<file path="src/rtl/instr_fetch_ctrl.sv">
// Instruction-fetch controller.
// Reads the current PC, issues single-outstanding instruction-memory reads,
// steers the PC register (sequential +4 or branch/jump redirect) and buffers
// fetched words in a small FIFO that decode drains over valid/ready.
// A redirect flushes the buffer and marks any in-flight response as stale.
module instr_fetch_ctrl #(
   parameter int N     = 10,
   parameter int DEPTH = 4
) (
   input  logic          clk,
   input  logic          rst_n,
   input  logic [N-1:0]  pc_i,
   output logic [31:0]   next_pc_o,
   output logic          pc_en_o,
   output logic          imem_req_o,
   output logic [N-1:0]  imem_addr_o,
   input  logic          imem_gnt_i,
   input  logic          imem_rvalid_i,
   input  logic [31:0]   imem_rdata_i,
   input  logic          redirect_i,
   input  logic [31:0]   redirect_pc_i,
   output logic          if_valid_o,
   output logic [31:0]   if_instr_o,
   output logic [N-1:0]  if_pc_o,
   input  logic          if_ready_i
);

   localparam int AW = (DEPTH > 1) ? $clog2(DEPTH) : 1;
   localparam int CW = AW + 1;
   localparam logic [CW-1:0] FULL_CNT = CW'(DEPTH);
   localparam logic [AW-1:0] PTR_ONE  = AW'(1);
   localparam logic [CW-1:0] CNT_ONE  = CW'(1);

   // IDLE: nothing outstanding; WAIT: response will be kept;
   // DROP: response belongs to a flushed path and is thrown away.
   typedef enum logic [1:0] {
      IDLE = 2'd0,
      WAIT = 2'd1,
      DROP = 2'd2
   } state_t;

   state_t          state;
   logic            run;
   logic [CW-1:0]   count;
   logic [AW-1:0]   wr_ptr;
   logic [AW-1:0]   rd_ptr;
   logic [N-1:0]    req_pc_p0;

   logic [31:0]     instr_mem [DEPTH];
   logic [N-1:0]    pc_mem    [DEPTH];

   logic            has_room;
   logic            req;
   logic            grant;
   logic            push;
   logic            pop;
   logic            buf_valid;
   logic [31:0]     pc_ext;
   logic            unused_redirect_lsbs;

   // Redirect targets are word aligned; the two low bits are deliberately dropped.
   assign unused_redirect_lsbs = ^redirect_pc_i[1:0];

   // Credit gate: never request unless the buffer can take the answer.
   assign has_room  = (count < FULL_CNT);
   assign req       = run & (state == IDLE) & ~redirect_i & has_room;
   assign grant     = req & imem_gnt_i;

   // A response arriving in the redirect cycle is stale even while in WAIT.
   assign push      = (state == WAIT) & imem_rvalid_i & ~redirect_i;
   assign buf_valid = (count != '0);
   assign pop       = buf_valid & if_ready_i;

   assign imem_req_o  = req;
   assign imem_addr_o = pc_i;

   // The PC register keeps only N bits, so the 32-bit sum wraps there.
   assign pc_ext    = {{(32 - N){1'b0}}, pc_i};
   assign next_pc_o = redirect_i ? {redirect_pc_i[31:2], 2'b00} : (pc_ext + 32'd4);
   assign pc_en_o   = grant | redirect_i;

   // Head of the buffer; outputs read as zero whenever nothing is buffered.
   assign if_valid_o = buf_valid;
   assign if_instr_o = buf_valid ? instr_mem[rd_ptr] : 32'd0;
   assign if_pc_o    = buf_valid ? pc_mem[rd_ptr]    : '0;

   // Run flag: fetching starts on the first edge after reset is released.
   always_ff @(posedge clk or negedge rst_n) begin
      if (!rst_n) begin
         run <= 1'b0;
      end else begin
         run <= 1'b1;
      end
   end

   // Outstanding-request tracker: one request at most, kept or dropped.
   always_ff @(posedge clk or negedge rst_n) begin
      if (!rst_n) begin
         state <= IDLE;
      end else begin
         case (state)
            IDLE: begin
               if (grant) begin
                  state <= WAIT;
               end
            end
            WAIT: begin
               if (imem_rvalid_i) begin
                  state <= IDLE;
               end else if (redirect_i) begin
                  state <= DROP;
               end
            end
            DROP: begin
               if (imem_rvalid_i) begin
                  state <= IDLE;
               end
            end
            default: begin
               state <= IDLE;
            end
         endcase
      end
   end

   // Remember the address of the granted request so the response can be tagged.
   always_ff @(posedge clk) begin
      if (grant) begin
         req_pc_p0 <= pc_i;
      end
   end

   // Buffer occupancy and pointers; a redirect flushes and beats a same-cycle pop.
   always_ff @(posedge clk or negedge rst_n) begin
      if (!rst_n) begin
         count  <= '0;
         wr_ptr <= '0;
         rd_ptr <= '0;
      end else if (redirect_i) begin
         count  <= '0;
         wr_ptr <= '0;
         rd_ptr <= '0;
      end else begin
         if (push) begin
            wr_ptr <= wr_ptr + PTR_ONE;
         end
         if (pop) begin
            rd_ptr <= rd_ptr + PTR_ONE;
         end
         case ({push, pop})
            2'b10:   count <= count + CNT_ONE;
            2'b01:   count <= count - CNT_ONE;
            default: count <= count;
         endcase
      end
   end

   // Buffer storage: instruction word together with the address it came from.
   always_ff @(posedge clk) begin
      if (push) begin
         instr_mem[wr_ptr] <= imem_rdata_i;
         pc_mem[wr_ptr]    <= req_pc_p0;
      end
   end

endmodule
</file>
<file path="config.mk">
export PLATFORM = sky130hd
export DESIGN_NAME = instr_fetch_ctrl
export DESIGN_NICKNAME = d
export VERILOG_FILES = /design/src/rtl/instr_fetch_ctrl.sv
export SDC_FILE = /design/constraint.sdc
export NUM_CORES = 1
export LEC_CHECK = 0
export ABC_CLOCK_PERIOD_IN_PS = 7100
export CAP_MARGIN = 15
export CORE_UTILIZATION = 55
export DETAILED_ROUTE_END_ITERATION = 7
export PLACE_DENSITY = 0.95
export SLEW_MARGIN = 20
export SYNTH_ARGS = -nofsm -noshare
export SYNTH_HDL_FRONTEND = slang
export SYNTH_SLANG_ARGS = --single-unit
export TNS_END_PERCENT = 50
</file>
<file path="constraint.sdc">
create_clock -name clk -period 7.1 [get_ports clk]
set_clock_uncertainty 0.05 [all_clocks]
set_input_delay 0.71 -clock clk [delete_from_list [all_inputs] [get_ports clk]]
set_output_delay 0.71 -clock clk [all_outputs]
set_load 0.02 [all_outputs]
</file>
==> summary.md <==
| Metric | Value |
|---|---|
| Outcome | complete, no violations |
| Post-CTS sizing | 0 |
| Fraction of the mapped netlist area in adder cells | 1.05% |
| CTS tree | done |
| P_sw | 565 µW |
| RR Endpoint | count[1]$_DFFE_PN0P_ |
| Fin Setup TNS | 0 ps |
| Clk buf depth | 2 |
| Initial drt markers | 273 |
| Max VDD drop | 0.161 mV |
| Worst setup SP type | register |
| Clock sink count | 188 |
| Slowest-stage cell, CP | dfrtp_2 |
| Netlist Area Pre-Place | 7830 µm² |
| Slew Limit Headroom | 28.9% |
| Max Fclk | 0.263 GHz |
| Mapped Cells | 422 |
| Crit path required time | 6340 ps |
| Setup slack, reg-to-reg | 4900 ps |
| Worst hold path class | reg2reg |
| CP Class | reg2out |
| GRT Max-Usage Layer | met2 |
| Final period util | 53.5% |
| GR Util met1 | 24.8% |
| Power density over the cells | 252 nW/µm² |
| Post-synthesis compound-gate area fraction | 1.87% |
| CTS Hold Bufs | 0 |
| Final setup fails | 0 |
| Placed inst area | 9450 µm² |
| Tightest Pin Transition | 1070 ps |
| Post-synth top area share | 68.3% |
| Biggest cell delay along the critical path | 620 ps |
| Slew Viols, Final | 0 |
| Final Hold Viols | 0 |
| Stages on worst setup path | 4 |
| Core Box Area | 13900 µm² |
| Critical Path Start | rd_ptr[0]$_DFFE_PN0P_ |
| DRT Pass-1 Iters | 5 |
| Switching Fraction | 22.3% |
| Largest family of logic cells by synthesized area | multiplexers |
| Leakage | 3.29 nW |
| Seq pwr share | 49.0% |
| Worst path top cell family by delay | buffers and inverters |
| Routability cong. | 0.846 |
| Clock buffer count from CTS | 17 |
| Synth Area per Inst | 18.6 µm² |
| Gr usage total | 22.4% |
| Yosys top cell by area | edfxtp_1 |
| Post-synthesis mux area share | 12.4% |
| Crit path DAT | 3040 ps |
| Synthesis-stage register bit count | 188 |
| H-Tree Depth | 4 |
| Clock Latency Late Sink | 420 ps |
| Via count | 4262 |
| Top cells by area, synth | edfxtp_1 68%, mux4_2 11%, and2_1 5.4% |
| Syn Nets | 508 |
| # DRC | 0 |
| GRT overflow | 0 |
| XOR/XNOR Fraction of Synth Area | 0.783% |
| Vias/cell | 5.56 |
| Pre-CTS WS | 3540 ps |
| Clock share of power | 35.7% |
| Die X | 121 µm |
| Cell breakdown of the critical path | buf_4 -> mux4_1 -> and2_1 -> clkdlybuf4s50_1 |
| Fin nets | 660 |
| Register area share after synthesis | 71.5% |
| Synthesis warning total | 0 |
| Power, Total | 2.53 mW |
| Simple-gate share of the synthesized area | 8.58% |
| Design area | 10000 µm² |
| Worst Setup EP | if_pc_o[9] |
| Dpl hpwl | 9.50 mm |
| Met3 usage | 6.44% |
| Unique cell type count in the Yosys netlist | 41 |
| Met2 usage | 39.8% |
| CTS clk-pin slew, worst paths | 60 ps |
| R2R Path Start | state[1]$_DFFE_PN0P_ |
| Die area | 14700 µm² |
| PortBufs | 164 |
| Largest net degree at the start of global routing | 58 |
| Gate power share | 15.3% |
| Starting Density | 56.4% |
| I/O Pins | 167 |
| Share of layout cells above drive strength 1 | 12.8% |
| Layout area overhead | 28.2% |
| First-pass GRT wire length | 23.7 mm |
| Final WS setup | 3300 ps |
| Initial antenna violation count | 0 |
| Wire per inst | 19.8 µm |
| Routed Antenna Nets | 0 |
| Height of the die | 121 µm |
| RSZ-0062 raised after global routing | false |
| R2R depth | 6 |
| WL final | 15.2 mm |
| CP Max Fanout | 32 |
| Antenna diode count | 0 |
| Power Internal | 1.97 mW |
| Max-cap violation count | 0 |
| Clock root buffer | clkbuf_16 |
| Setup Fix Bufs, Post-CTS | 0 |
| Vias in the first global route | 4682 |
| Bufs and invs on worst path | 2 |
| Worst Setup End Kind | output port |
| Fin crit period | 3800 ps |
| Core Rows | 43 |
| Final Util | 72.3% |
cell usage after synthesis, drive strengths merged:
cell type  count
buf           30
xor2           5
conb           1
nand3b         2
nand2b         1
nand3         10
a41o           1
a21oi          4
xnor2          2
a211oi         1
dfrtp         10
o21ai          9
or3b           1
a221oi         1
o311ai         1
inv            5
nor3b          1
o41ai          1
fa             1
nor3           2
edfxtp       178
mux2           1
nand4          1
nor4           1
or4            3
o2111ai        1
and2          68
nor2           5
mux4          42
a31oi          1
nor2b          5
or3            1
o31ai          3
clkbuf         4
and3b          1
ha             5
nand2         13
how the worst min path moves through the flow:
| stage | start | to | cells after the start |
|---|---|---|---|
| 3_5_place_dp | req_pc_p0[1]$_DFFE_PP_ | pc_mem[2][1]$_DFFE_PP_ | 0 |
| 2_1_floorplan | rst_n | count[0]$_DFFE_PN0P_ | 0 |
| 4_1_cts | req_pc_p0[9]$_DFFE_PP_ | pc_mem[1][9]$_DFFE_PP_ | 0 |
| 3_3_place_gp | req_pc_p0[3]$_DFFE_PP_ | pc_mem[2][3]$_DFFE_PP_ | 0 |
| 6_report | req_pc_p0[7]$_DFFE_PP_ | pc_mem[3][7]$_DFFE_PP_ | 0 |
| 5_1_grt | req_pc_p0[7]$_DFFE_PP_ | pc_mem[3][7]$_DFFE_PP_ | 0 |
layout make-up:
cell class,count,area [µm²]
inverter,5,18.8
clock buffer,29,564
fill,829,3840
timing repair buffer,167,1660
multi-input combinational,195,1950
tap,180,225
sequential,188,5600
clock inverter,3,21.3
cell usage in the layout (no fill, tap or decap), types with 2 or more instances in the layout:
cell type        Yosys  final
o21ai_0              9      9
or4_1                3      3
clkbuf_8             0      3
inv_1                5      5
a21oi_1              4      4
and2_4               0      4
mux4_2              38     38
xor2_1               5      5
xnor2_1              2      2
mux4_1               4      4
buf_4               11      3
dfrtp_1             10      8
nand3_1             10     10
nor2_1               5      5
dfrtp_2              0      2
o31ai_1              3      3
ha_1                 5      5
clkbuf_16            0     20
edfxtp_1           178    178
nand2_1             13     13
nor3_1               2      2
nand3b_1             2      2
clkbuf_1             4      6
clkdlybuf4s50_1      0    164
and2_1              68     64
nor2b_1              5      5
metrics by stage:
stage	std cells	hold WS, ps
after floorplan	422	364
after global placement	735	417
after detailed placement	735	436
after CTS	767	444
after global routing	767	462
final	767	447
cells by family (layout without fill, tap and decap cells):
logic type,count (synthesis),in the layout
flip-flops,188,188
XOR/XNOR,7,7
other,1,1
buffers and inverters,39,204
AND/OR/NAND/NOR,115,115
multiplexers,43,43
adder cells (fa/ha/maj),6,6
AO/OA/AOI/OAI,23,23
registers in the layout, indices dropped and copies added (netlist names):
register and cells:
instr_mem 128, run 1, pc_mem 40, rd_ptr 2
req_pc_p0 10, state 2, count 3, wr_ptr 2
metal layers:
layer	part of all wire, %	vias up
li1	-	1936
met5	0	-
met4	2.5	0
met2	54	183
met3	6.2	28
met1	37	2115
power by group through the flow:
stage | sequential, mW | combinational [mW] | clock, mW
floorplan | 1.25 | 0.239 | 0
CTS | 1.24 | 0.393 | 0.917
global route | 1.24 | 0.413 | 0.960
global placement | 1.26 | 0.380 | 0
finish | 1.24 | 0.387 | 0.904
detailed placement | 1.27 | 0.390 | 0
No activity file was read; power rests on OpenSTA's default activity.
